==> src/rtl/instr_sequencer.sv <==
// Instruction FIFO and issue sequencer that feeds control_circuit one instruction at a time.
// Optional WAIT-state watchdog is compiled in when INSTR_SEQ_WDOG_EN is defined.
module instr_sequencer #(
  parameter int unsigned DEPTH  = 8,
  parameter int unsigned ADDR_W = 3
`ifdef INSTR_SEQ_WDOG_EN
  ,
  parameter int unsigned WDOG_CYCLES = 8
`endif
) (
  input  logic              clk,
  input  logic              reset,
  input  logic              in_valid,
  input  logic [10:0]       in_instr,
  output logic              in_ready,
  input  logic              run,
  input  logic              done,
  output logic [10:0]       ctrl_instr,
  output logic              busy,
  output logic [ADDR_W:0]   fifo_count,
  output logic [7:0]        retired_count,
  output logic              ctrl_reset,
  output logic              wdog_err
);

  localparam logic [2:0]        Nop     = 3'b111;
  localparam logic [ADDR_W:0]   CntFull = (ADDR_W+1)'(DEPTH);
  localparam logic [ADDR_W:0]   CntOne  = (ADDR_W+1)'(1);
  localparam logic [ADDR_W-1:0] PtrOne  = ADDR_W'(1);

  typedef enum logic [1:0] {
    StIdle,
    StIssue,
    StWait
  } state_e;

  state_e            state_q;
  logic [10:0]       mem_q [DEPTH];
  logic [ADDR_W-1:0] wr_ptr_q;
  logic [ADDR_W-1:0] rd_ptr_q;
  logic [ADDR_W:0]   count_q;
  logic [10:0]       instr_q;
  logic [10:0]       ctrl_instr_q;
  logic              busy_q;
  logic [7:0]        retired_q;

  logic        empty;
  logic        push;
  logic        pop;
  logic [10:0] head;
  logic        head_legal;

  assign empty      = (count_q == '0);
  assign in_ready   = (count_q != CntFull);
  assign push       = in_valid & in_ready;
  assign head       = mem_q[rd_ptr_q];
  // Opcodes 1xx (including a queued NOP) are never issued.
  assign head_legal = ~head[10];

  always_comb begin
    pop = 1'b0;
    unique case (state_q)
      StIdle:  pop = ~empty & run;
      StWait:  pop = done & ~empty & run;
      default: pop = 1'b0;
    endcase
  end

  // ---------------------------------------------------------------------------
  // FIFO storage and pointers
  // ---------------------------------------------------------------------------
  always_ff @(posedge clk) begin
    if (push) begin
      mem_q[wr_ptr_q] <= in_instr;
    end
  end

  always_ff @(posedge clk) begin
    if (reset) begin
      wr_ptr_q <= '0;
      rd_ptr_q <= '0;
      count_q  <= '0;
    end else begin
      if (push) begin
        wr_ptr_q <= wr_ptr_q + PtrOne;
      end
      if (pop) begin
        rd_ptr_q <= rd_ptr_q + PtrOne;
      end
      case ({push, pop})
        2'b10:   count_q <= count_q + CntOne;
        2'b01:   count_q <= count_q - CntOne;
        default: count_q <= count_q;
      endcase
    end
  end

  // ---------------------------------------------------------------------------
  // Issue FSM with registered outputs
  // ---------------------------------------------------------------------------
`ifdef INSTR_SEQ_WDOG_EN
  localparam int unsigned      WcntW    = $clog2(WDOG_CYCLES + 1);
  localparam logic [WcntW-1:0] WdogLast = WcntW'(WDOG_CYCLES - 1);
  localparam logic [WcntW-1:0] WcntOne  = WcntW'(1);

  logic [WcntW-1:0] wcnt_q;
  logic             ctrl_reset_q;
  logic             wdog_err_q;
`endif

  always_ff @(posedge clk) begin
    if (reset) begin
      state_q      <= StIdle;
      instr_q      <= {Nop, 8'h00};
      ctrl_instr_q <= {Nop, 8'h00};
      busy_q       <= 1'b0;
      retired_q    <= 8'h00;
`ifdef INSTR_SEQ_WDOG_EN
      wcnt_q       <= '0;
      ctrl_reset_q <= 1'b0;
      wdog_err_q   <= 1'b0;
`endif
    end else begin
`ifdef INSTR_SEQ_WDOG_EN
      ctrl_reset_q <= 1'b0;
`endif
      unique case (state_q)
        StIdle: begin
          if (pop && head_legal) begin
            instr_q      <= head;
            ctrl_instr_q <= head;
            state_q      <= StIssue;
            busy_q       <= 1'b1;
          end
        end

        StIssue: begin
          ctrl_instr_q <= {Nop, instr_q[7:0]};
          state_q      <= StWait;
`ifdef INSTR_SEQ_WDOG_EN
          wcnt_q       <= '0;
`endif
        end

        StWait: begin
          if (done) begin
            retired_q <= retired_q + 8'd1;
            if (pop && head_legal) begin
              // Back-to-back issue straight out of the done cycle.
              instr_q      <= head;
              ctrl_instr_q <= head;
              state_q      <= StIssue;
            end else begin
              state_q <= StIdle;
              busy_q  <= 1'b0;
            end
          end
`ifdef INSTR_SEQ_WDOG_EN
          else if (wcnt_q == WdogLast) begin
            // Give up on the instruction: kick control_circuit, drop without retiring.
            ctrl_reset_q <= 1'b1;
            wdog_err_q   <= 1'b1;
            state_q      <= StIdle;
            busy_q       <= 1'b0;
          end else begin
            wcnt_q <= wcnt_q + WcntOne;
          end
`endif
        end

        default: begin
          state_q <= StIdle;
          busy_q  <= 1'b0;
        end
      endcase
    end
  end

  assign ctrl_instr    = ctrl_instr_q;
  assign busy          = busy_q;
  assign fifo_count    = count_q;
  assign retired_count = retired_q;

`ifdef INSTR_SEQ_WDOG_EN
  assign ctrl_reset = ctrl_reset_q;
  assign wdog_err   = wdog_err_q;
`else
  assign ctrl_reset = 1'b0;
  assign wdog_err   = 1'b0;
`endif

endmodule
==> config.mk <==
export PLATFORM = sky130hd
export DESIGN_NAME = instr_sequencer
export DESIGN_NICKNAME = d
export VERILOG_FILES = /design/src/rtl/instr_sequencer.sv
export SDC_FILE = /design/constraint.sdc
export NUM_CORES = 1
export LEC_CHECK = 0
export BUFFER_PORTS_ARGS = -buffer_cell sky130_fd_sc_hd__buf_4
export CELL_PAD_IN_SITES_DETAIL_PLACEMENT = 0
export CELL_PAD_IN_SITES_GLOBAL_PLACEMENT = 1
export CORE_MARGIN = 3
export CORE_UTILIZATION = 50
export DETAILED_ROUTE_END_ITERATION = 8
export GPL_TIMING_DRIVEN = 0
export PLACE_DENSITY = 0.87
export SYNTH_ARGS = -nofsm -noshare
export SYNTH_HDL_FRONTEND = slang
export SYNTH_SLANG_ARGS = --single-unit
export TNS_END_PERCENT = 20
==> constraint.sdc <==
create_clock -name clk -period 3.61 [get_ports clk]
set_input_delay 0 -clock clk [delete_from_list [all_inputs] [get_ports clk]]
set_output_delay 0 -clock clk [all_outputs]
set_load 0.05 [all_outputs]
==> impl_results.md, run 1 <==
* Post-CTS setup-driven buffer insertion count at 0
* Main synth FF type: sky130_fd_sc_hd__edfxtp_1
* Power Dens Cells at 708 nW/µm²
* Effective utilization at floorplan at 52.4%
* Type of element capturing the critical path: flop
* Final total negative setup slack at 0 ns
* Area of the die at 11,700 µm²
* Area fraction in and, or, nand and nor cells after synthesis at 9.44%
* Peak supply drop at 0.388 mV
* GRT Resource Usage Total at 19.2%
* Count of fill cells added during filler insertion at 730
* Final-layout worst hold slack at 0.184 ns
* H-tree depth reported by CTS at 4
* Global-route wire length before repair at 16.6 mm
* Synthesized area per cell at 15.1 µm²
* Reg2Reg Launch Point: fifo_count[0]
* Final period utilization at 82.8%
* Antenna Violating Nets Remaining at 0
* Die outline height at 108 µm
* XOR/XNOR Fraction of Synth Area at 2.18%
* Largest fanout on the critical path at 11
* Die width at 108 µm
* Estimated wirelength of the detail-placed design at 6.72 mm
* Classification of the worst-slack hold path: primary input to flop
* Setup repair after global routing missed its margin: no
* Total Wirelength at 10.2 mm
* Relative slew margins at 21.8%
* Leak at 2.25 nW
* Number of synthesis warnings at 0
* Number of design rule violations left after detail routing at 0
* Drt via density at 5.45
* Adder and majority gate portion of the synthesized area at 1.44%
* Internal reg-to-reg setup slack at 0.62 ns
* Setup skew after layout at 0.00965 ns
* Area of combinational cells with multiple inputs at 1650 µm²
* Area fraction in compound gates after synthesis at 5.69%
* Port Buffers at 39
* Final hold vios at 0
* Final critical path time including I/O delays and setup at 2.99 ns
* Part of the Yosys area used for sequential elements at 67.2%
* Number of standard-cell rows in the floorplan at 36
* Worst slew pin tran at 1.17 ns
* Core Region at 9950 µm²
* Routability Congestion at 0.733
* Critical path class: flop to flop
* Share of async-settable or async-resettable flops after synthesis at 0%
* Count of flip-flops with a built-in enable after synthesis at 88
* Cell chosen for the clock root: sky130_fd_sc_hd__clkbuf_8
* Top Family by Delay on Critical Path: simple AND/OR/NAND/NOR gates
* Sum of buffers and inverters on the critical path at 2
* Final Util at 64.7%
* Clock-pin slew of the registers on the worst-case setup and hold paths at 0.06 ns
* Number of different library cells in the post-synthesis netlist at 47
* Pre-Repair DR Iteration Count at 5
* Count of state elements after synthesis at 131
* Data arrival at the endpoint of the critical path at 3.44 ns
* Longest individual stage delay on the worst path at 0.54 ns
* Post-DR wirelength/cell at 18.0 µm
* Final number of setup-violating endpoints at 0
* CTS buffer count at 17
* Required time worst endpoint at 4.06 ns
* Slowest CP cell: sky130_fd_sc_hd__or4_1
* WHS Path Cells at 4
* Power after layout at 4.56 mW
* Layout-stage area growth over the synthesis result at 23.6%
* CP Launch Type: flop
* Chain of cells forming the critical path: or4_1, nand4b_1, inv_2, clkbuf_1, ha_1, xor2_1, ha_1, a21oi_1, xor2_1, or3_1, a21oi_1
* Pin count of the biggest net entering global routing at 17
* Capture endpoint of the worst hold path: rd_ptr_q[2]
* Antenna violations before repair at 0
* Fraction of final layout cells with drive strength greater than 1 at 28.1%
* Number of vias after detailed routing at 3,108
* Number of global-route vias before repair at 3,179
* Deepest clock path buffer count at 2
* Area occupied by registers at 3500 µm²
* Worst flop-to-flop path endpoint: fifo_count[2]
* Fmax at 334 MHz
* Status: finished clean
* Mapped cell area at 5210 µm²
* R2R cell count at 11
* Proportion of synthesized area in mux cells at 12.2%
* # diodes at 0
* TritonCTS clock tree: yes
* Number of nets in the finished design at 446
* Main combinational cell family by area after synthesis: multiplexers
* Max_cap viols at 0
* Hold Startpoint: run
* Final number of max-transition violations at 0
* Post-cts gate resize count at 0
* Insertion delay to the later sink of the worst-skew pair at 0.52 ns
* Starting DRC count in detailed routing at 183
* I/O Pins at 43
* Syn Inst Count at 346
* Number of clock sinks seen by CTS at 131
* GRT Residual Overflow at 0
==> cell usage in the layout, fill, tap and decap left out, types with 2 or more instances in the layout <==
master,netlist,final
sky130_fd_sc_hd__edfxtp_1,88,88
sky130_fd_sc_hd__dfxtp_1,43,43
sky130_fd_sc_hd__buf_4,2,42
sky130_fd_sc_hd__nand2_1,25,25
sky130_fd_sc_hd__nor2_1,24,24
sky130_fd_sc_hd__mux4_2,21,21
sky130_fd_sc_hd__clkbuf_16,0,16
sky130_fd_sc_hd__dlygate4sd3_1,0,14
sky130_fd_sc_hd__nand4_1,11,11
sky130_fd_sc_hd__xor2_1,10,10
sky130_fd_sc_hd__mux2_2,9,9
sky130_fd_sc_hd__clkbuf_1,8,8
sky130_fd_sc_hd__a32oi_1,8,8
sky130_fd_sc_hd__o211ai_1,8,8
sky130_fd_sc_hd__nand2b_1,7,7
sky130_fd_sc_hd__a21oi_1,7,7
sky130_fd_sc_hd__o21ai_0,7,7
sky130_fd_sc_hd__inv_6,0,7
sky130_fd_sc_hd__mux2i_1,6,6
sky130_fd_sc_hd__ha_1,6,6
sky130_fd_sc_hd__buf_2,5,5
sky130_fd_sc_hd__nor3_2,0,4
sky130_fd_sc_hd__nor2b_1,4,4
sky130_fd_sc_hd__o21ai_1,4,4
sky130_fd_sc_hd__inv_8,0,4
sky130_fd_sc_hd__buf_6,0,4
sky130_fd_sc_hd__nand3_1,3,3
sky130_fd_sc_hd__xnor2_1,3,3
sky130_fd_sc_hd__or3_1,3,3
sky130_fd_sc_hd__a211oi_1,3,3
sky130_fd_sc_hd__nand4b_1,2,2
sky130_fd_sc_hd__buf_1,2,2
sky130_fd_sc_hd__inv_1,2,2
sky130_fd_sc_hd__and3_1,2,2
sky130_fd_sc_hd__conb_1,1,2
sky130_fd_sc_hd__clkinv_4,0,2
==> Yosys cell counts (2+ instances only) <==
| cell type | count | area, µm² |
|---|---|---|
| sky130_fd_sc_hd__buf_4 | 2 | 15.0 |
| sky130_fd_sc_hd__clkbuf_1 | 8 | 30.0 |
| sky130_fd_sc_hd__dfxtp_1 | 43 | 861 |
| sky130_fd_sc_hd__a211oi_1 | 3 | 22.5 |
| sky130_fd_sc_hd__o21ai_1 | 4 | 20.0 |
| sky130_fd_sc_hd__xor2_1 | 10 | 87.6 |
| sky130_fd_sc_hd__mux2_2 | 9 | 101 |
| sky130_fd_sc_hd__a21oi_1 | 7 | 35.0 |
| sky130_fd_sc_hd__inv_1 | 2 | 7.51 |
| sky130_fd_sc_hd__nor2_1 | 24 | 90.1 |
| sky130_fd_sc_hd__edfxtp_1 | 88 | 2640 |
| sky130_fd_sc_hd__and3_1 | 2 | 12.5 |
| sky130_fd_sc_hd__nand3_1 | 3 | 15.0 |
| sky130_fd_sc_hd__nor3_1 | 4 | 20.0 |
| sky130_fd_sc_hd__or3_1 | 3 | 18.8 |
| sky130_fd_sc_hd__xnor2_1 | 3 | 26.3 |
| sky130_fd_sc_hd__nand4b_1 | 2 | 17.5 |
| sky130_fd_sc_hd__o211ai_1 | 8 | 60.1 |
| sky130_fd_sc_hd__nor4_1 | 2 | 12.5 |
| sky130_fd_sc_hd__mux2i_1 | 6 | 60.1 |
| sky130_fd_sc_hd__ha_1 | 6 | 75.1 |
| sky130_fd_sc_hd__nand2_1 | 25 | 93.8 |
| sky130_fd_sc_hd__mux4_2 | 21 | 473 |
| sky130_fd_sc_hd__nor2b_1 | 4 | 25.0 |
| sky130_fd_sc_hd__buf_1 | 2 | 7.51 |
| sky130_fd_sc_hd__nand4_1 | 11 | 68.8 |
| sky130_fd_sc_hd__a32oi_1 | 8 | 70.1 |
| sky130_fd_sc_hd__nand2b_1 | 7 | 43.8 |
| sky130_fd_sc_hd__buf_2 | 5 | 25.0 |
| sky130_fd_sc_hd__o21ai_0 | 7 | 35.0 |
==> metal layers <==
layer / global-route usage [%] / vias up / share of wire (%)
li1: - / 1493 / -
met1: 24.8 / 1527 / 44
met2: 31.6 / 83 / 50
met3: 4.90 / 5 / 6.0
met4: 6.85 / 0 / 0.53
met5: 0 / - / 0
==> timing repair <==
item	4_1_cts	5_1_grt
endpoints found under the hold margin	93	0
endpoints found under the setup margin	0	0
hold buffers	14	0
==> how the worst max path moves through the flow <==
stage                             start            end  slack [ns]  cells past startpoint
after floorplan           fifo_count[0]    mem_q[0][0]        0.25                      4
after global placement    fifo_count[1]    mem_q[0][0]        0.18                      4
after detailed placement  fifo_count[0]  fifo_count[2]        0.60                     11
after CTS                 fifo_count[0]  fifo_count[2]        0.59                     11
after global routing      fifo_count[0]  fifo_count[2]        0.42                     11
final                     fifo_count[0]  fifo_count[2]        0.62                     11
==> power by group <==
part / total [mW] / internal (mW) / switching, mW
sequential: 1.89 / 1.78 / 0.111
combinational: 1.10 / 0.425 / 0.679
clock: 1.57 / 0.877 / 0.696
==> kinds of logic (layout without fill, tap and decap cells) <==
family	Yosys count	after routing
buffers and inverters	21	111
muxes	36	36
other	1	2
DFF	131	131
adders and majority gates	6	6
xor gates and xnor gates	13	13
AOI/OAI and AO/OA	43	43
and+or+nand+nor	95	95
==> flip-flops by register name, summed over array words and instances (netlist names), named ones only <==
signal         flops
mem_q             88
ctrl_instr        11
retired_count      8
busy               1
wr_ptr_q           3
rd_ptr_q           3
instr_q            8
fifo_count         4
state_q            2
==> area by class of cell <==
class                           instances  share of cell area [%]
Clock inverter                         15                    2.12
Tap cell                              133                    2.58
Inverter                                4                   0.233
Timing Repair Buffer                   58                    7.53
Clock buffer                           17                    6.43
Multi-Input combinational cell        195                    25.5
Sequential cell                       131                    54.4
Buffer                                 17                    1.20
==> tightest hold or removal path, stage by stage <==
cell                       delay [ns]
sky130_fd_sc_hd__buf_4           0.11
sky130_fd_sc_hd__nand4b_1        0.31
sky130_fd_sc_hd__or3_1           0.16
sky130_fd_sc_hd__a21oi_1         0.07
==> through the flow <==
step | worst slack, ns | std cells | cell area (µm²)
global placement | 0.184 | 519 | 5670
global route | 0.424 | 570 | 6440
detailed placement | 0.602 | 524 | 5750
CTS | 0.587 | 570 | 6440
floorplan | 0.252 | 347 | 5220
finish | 0.620 | 570 | 6440
(Power assumes the default switching activity.)
==> run 2, diff against run 1 <==
--- a/config.mk
+++ b/config.mk
@@ -5,14 +5,15 @@
 export SDC_FILE = /design/constraint.sdc
 export NUM_CORES = 1
 export LEC_CHECK = 0
+export ABC_AREA = 1
 export BUFFER_PORTS_ARGS = -buffer_cell sky130_fd_sc_hd__buf_4
 export CELL_PAD_IN_SITES_DETAIL_PLACEMENT = 0
 export CELL_PAD_IN_SITES_GLOBAL_PLACEMENT = 1
 export CORE_MARGIN = 3
-export CORE_UTILIZATION = 50
+export CORE_UTILIZATION = 42
 export DETAILED_ROUTE_END_ITERATION = 8
 export GPL_TIMING_DRIVEN = 0
-export PLACE_DENSITY = 0.87
+export PLACE_DENSITY = 0.83
 export SYNTH_ARGS = -nofsm -noshare
 export SYNTH_HDL_FRONTEND = slang
 export SYNTH_SLANG_ARGS = --single-unit
==> constraint.sdc (replaced) <==
create_clock -name clk -period 2.4 [get_ports clk]
set_input_delay 0 -clock clk [delete_from_list [all_inputs] [get_ports clk]]
set_output_delay 0 -clock clk [all_outputs]
set_load 0.05 [all_outputs]
==> run 2 against run 1 <==
Against the previous run: wire length is 13% higher; global-route usage down 2.0 points; sequential power rose by 51%; sequential share of layout area down 1.8 points; combinational power grew 130%; first-iteration DRC count grew 73%; clock power is 73% higher; utilization shrank 10 points; non-clock buffer count rose by 3; cell area increased by 3.8%; cell count rose by 39%.
==> impl_results.md, run 2 <==
* Share of async-settable or async-resettable flops after synthesis at 0% (unchanged)
* CP Launch Type: flop
* Longest individual stage delay on the worst path at 0.91 ns (+0.37 ns)
* Core Region at 12,300 µm² (+23%)
* Data arrival at the endpoint of the critical path at 2.27 ns (-1.17 ns)
* TritonCTS clock tree: yes
* Most common cell in the synthesized netlist: sky130_fd_sc_hd__nor2_1
* Internal reg-to-reg setup slack at 0.16 ns (-0.46 ns)
* Final hold vios at 0 (unchanged)
* Post-DR wirelength/cell at 14.6 µm (-19%)
* Classification of the worst-slack hold path: primary input to flop
* Number of global-route vias before repair at 3,697 (+16%)
* R2R cell count at 6 (-5)
* Top Family by Delay on Critical Path: simple AND/OR/NAND/NOR gates
* Antenna Violating Nets Remaining at 0 (unchanged)
* WHS Path Cells at 7 (+3)
* Final number of max-transition violations at 0 (unchanged)
* Die outline height at 119 µm (+10%)
* Number of vias after detailed routing at 3,925 (+26%)
* Number of standard-cell rows in the floorplan at 40 (+11%)
* Mapped cell area at 5380 µm² (+3.3%)
* Area of the die at 14,200 µm² (+22%)
* Deepest clock path buffer count at 2 (unchanged)
* Relative slew margins at 21.2% (-0.61 points)
* Number of different library cells in the post-synthesis netlist at 31 (-34%)
* Cell chosen for the clock root: sky130_fd_sc_hd__clkbuf_16
* Final-layout worst hold slack at 0.202 ns (+0.0182 ns)
* Number of flip-flops under the largest register name at 88 (unchanged)
* Final critical path time including I/O delays and setup at 2.24 ns (-0.749 ns)
* Peak supply drop at 0.662 mV (+71%)
* Pre-Repair DR Iteration Count at 5 (unchanged)
* Reg2Reg Launch Point: fifo_count[2]
* Register bank with the most flops: mem_q
* Post-CTS setup-driven buffer insertion count at 0 (unchanged)
* H-tree depth reported by CTS at 4 (unchanged)
* I/O Pins at 43 (unchanged)
* Final number of setup-violating endpoints at 0 (unchanged)
* Worst flop-to-flop path endpoint: mem_q[0][3]
* Required time worst endpoint at 2.43 ns (-1.63 ns)
* Pin count of the biggest net entering global routing at 17 (unchanged)
* Type of element capturing the critical path: flop
* Antenna violations before repair at 0 (unchanged)
* Yosys top cell area share at 49.1% (-1.6 points)
* Global-route wire length before repair at 18.6 mm (+12%)
* Stages on the worst setup path at 6 (-5)
* Setup skew after layout at 0.00948 ns (-0.000169 ns)
* Estimated wirelength of the detail-placed design at 7.71 mm (+15%)
* Fmax at 446 MHz (+33%)
* Syn Inst Count at 539 (+56%)
* Leading area contributor after synthesis: sky130_fd_sc_hd__edfxtp_1
* Count of state elements after synthesis at 131 (unchanged)
* Number of clock sinks seen by CTS at 131 (unchanged)
* # diodes at 0 (unchanged)
* Max_cap viols at 0 (unchanged)
* Main area contributors after synthesis: sky130_fd_sc_hd__edfxtp_1 49%, sky130_fd_sc_hd__dfxtp_1 16%, sky130_fd_sc_hd__nor2_1 7.6%
* Final period utilization at 93.4% (+11 points)
* Clock-pin slew of the registers on the worst-case setup and hold paths at 0.05 ns (about the same)
* Commonest cells in the synthesized netlist: 109 x sky130_fd_sc_hd__nor2_1, 88 x sky130_fd_sc_hd__edfxtp_1, 78 x sky130_fd_sc_hd__nand2_1, 56 x sky130_fd_sc_hd__nand3_1, 48 x sky130_fd_sc_hd__o21ai_0
* Final standard cell count with taps included and fillers excluded at 792 (+39%)
* Area occupied by registers at 3520 µm² (+0.36%)
* Slowest CP cell: sky130_fd_sc_hd__nor2_1
* Number of synthesis warnings at 0 (unchanged)
* Cells after DPL at 748 (+43%)
* Number of nets in the finished design at 635 (+42%)
* Hold Startpoint: run
* Total Wirelength at 11.6 mm (+13%)
* Worst slew pin tran at 1.18 ns (+0.00911 ns)
* Synthesized area per cell at 9.99 µm² (-34%)
* Critical path class: flop to flop
* Number of design rule violations left after detail routing at 0 (unchanged)
* Die width at 119 µm (+10%)
* Drt via density at 4.96 (-9.1%)
* Status: finished clean
* Setup repair after global routing missed its margin: no
* Power Dens Cells at 1220 nW/µm² (+72%)
* Starting DRC count in detailed routing at 317 (+73%)
* Most frequent cells in the layout: 109 x sky130_fd_sc_hd__nor2_1, 88 x sky130_fd_sc_hd__edfxtp_1, 77 x sky130_fd_sc_hd__nand2_1, 56 x sky130_fd_sc_hd__nand3_1, 48 x sky130_fd_sc_hd__o21ai_0
* Critical path's most frequent cell: sky130_fd_sc_hd__inv_1
* Leak at 2.61 nW (+16%)
* Count of fill cells added during filler insertion at 1,072 (+47%)
* Main synth FF type: sky130_fd_sc_hd__edfxtp_1
* Largest fanout on the critical path at 11 (unchanged)
* GRT Resource Usage Total at 17.2% (-2.0 points)
* Port Buffers at 40 (+2.6%)
* CTS buffer count at 17 (unchanged)
* Insertion delay to the later sink of the worst-skew pair at 0.42 ns (-0.10 ns)
* Effective utilization at floorplan at 43.9% (-8.5 points)
* Final total negative setup slack at 0 ns (unchanged)
* Most frequent standard cell in the layout excluding fill and tap cells: sky130_fd_sc_hd__nor2_1
* Area of combinational cells with multiple inputs at 1640 µm² (-0.15%)
* Power after layout at 8.15 mW (+79%)
* Fraction of final layout cells with drive strength greater than 1 at 15.9% (-12 points)
* Routability Congestion at 0.837 (+14%)
* Count of flip-flops with a built-in enable after synthesis at 88 (unchanged)
* GRT Residual Overflow at 0 (unchanged)
* Layout-stage area growth over the synthesis result at 24.3%
* Sum of buffers and inverters on the critical path at 2 (unchanged)
* Chain of cells forming the critical path: inv_1, nand4_1, nand2_2, inv_1, nand2_1, nor2_1
* Part of the Yosys area used for sequential elements at 65.1% (-2.1 points)
==> run 2: worst max-delay path by stage <==
stage	startpoint	slack, ns	end
global route	fifo_count[1]	0.02	mem_q[2][0]
detailed placement	fifo_count[2]	0.15	mem_q[0][6]
CTS	fifo_count[2]	0.14	mem_q[0][5]
floorplan	fifo_count[0]	0.01	fifo_count[2]
finish	fifo_count[2]	0.16	mem_q[0][3]
global placement	fifo_count[2]	0.18	mem_q[0][7]
==> run 2: cell families (layout without fill, tap and decap cells) <==
| logic type | Yosys count | in the layout | share of synthesized area (%) |
|---|---|---|---|
| xor+xnor | 3 | 3 | 0.488 |
| simple gates | 258 | 258 | 20.4 |
| compound gates | 82 | 82 | 7.67 |
| buf+inv | 58 | 142 | 4.88 |
| flops | 131 | 131 | 65.1 |
| fa+ha+maj | 6 | 6 | 1.39 |
| other cells | 1 | 2 | 0.0697 |
==> run 2: final cells by class <==
cell class | count | area share [%]
clock inverters | 11 | 2.77
multi-input cells | 351 | 24.6
well taps | 168 | 3.14
repair buffers | 54 | 6.58
inverters | 34 | 1.95
clock buffers | 19 | 6.47
plain buffers | 24 | 1.98
flip-flops and latches | 131 | 52.6
==> run 2: worst min-delay path, stage by stage <==
cell and delay (ns):
sky130_fd_sc_hd__buf_4 0.11, sky130_fd_sc_hd__inv_1 0.06, sky130_fd_sc_hd__nor2_1 0.04, sky130_fd_sc_hd__nand2_1 0.06, sky130_fd_sc_hd__nor2_2 0.05, sky130_fd_sc_hd__buf_6 0.14
sky130_fd_sc_hd__a21oi_1 0.13
==> run 2: layer usage <==
metal  GRT usage (%)  up-vias  share of wire, %  wire [µm]
met4            6.52        0               1.3        154
met2            27.0      111                47       5450
met3            5.70       13               5.9        685
met5               0        -                 0          0
li1                -     1972                 -          -
met1            22.2     1829                46       5280
==> run 2: timing repair <==
item / CTS / global route
hold buffers: 14 / 0
setup endpoints to repair: 0 / 0
endpoints found under the hold margin: 95 / 0
resized for setup: 0 / 0
==> run 2: per-stage QoR <==
stage / instance area (µm²) / setup slack [ns] / utilization, %
finish: 6690 / 0.159 / 54.6
global route: 6690 / 0.0193 / 54.6
CTS: 6690 / 0.138 / 54.6
detailed placement: 5930 / 0.145 / 48.4
global placement: 5930 / 0.185 / 48.4
floorplan: 5420 / 0.0147 / -
==> run 2: report_power, final <==
part	leakage [nW]	total, mW	internal [mW]	switching [mW]
clock network	0.302	2.71	1.82	0.889
registers	1.15	2.86	2.71	0.158
logic	1.16	2.58	0.803	1.77
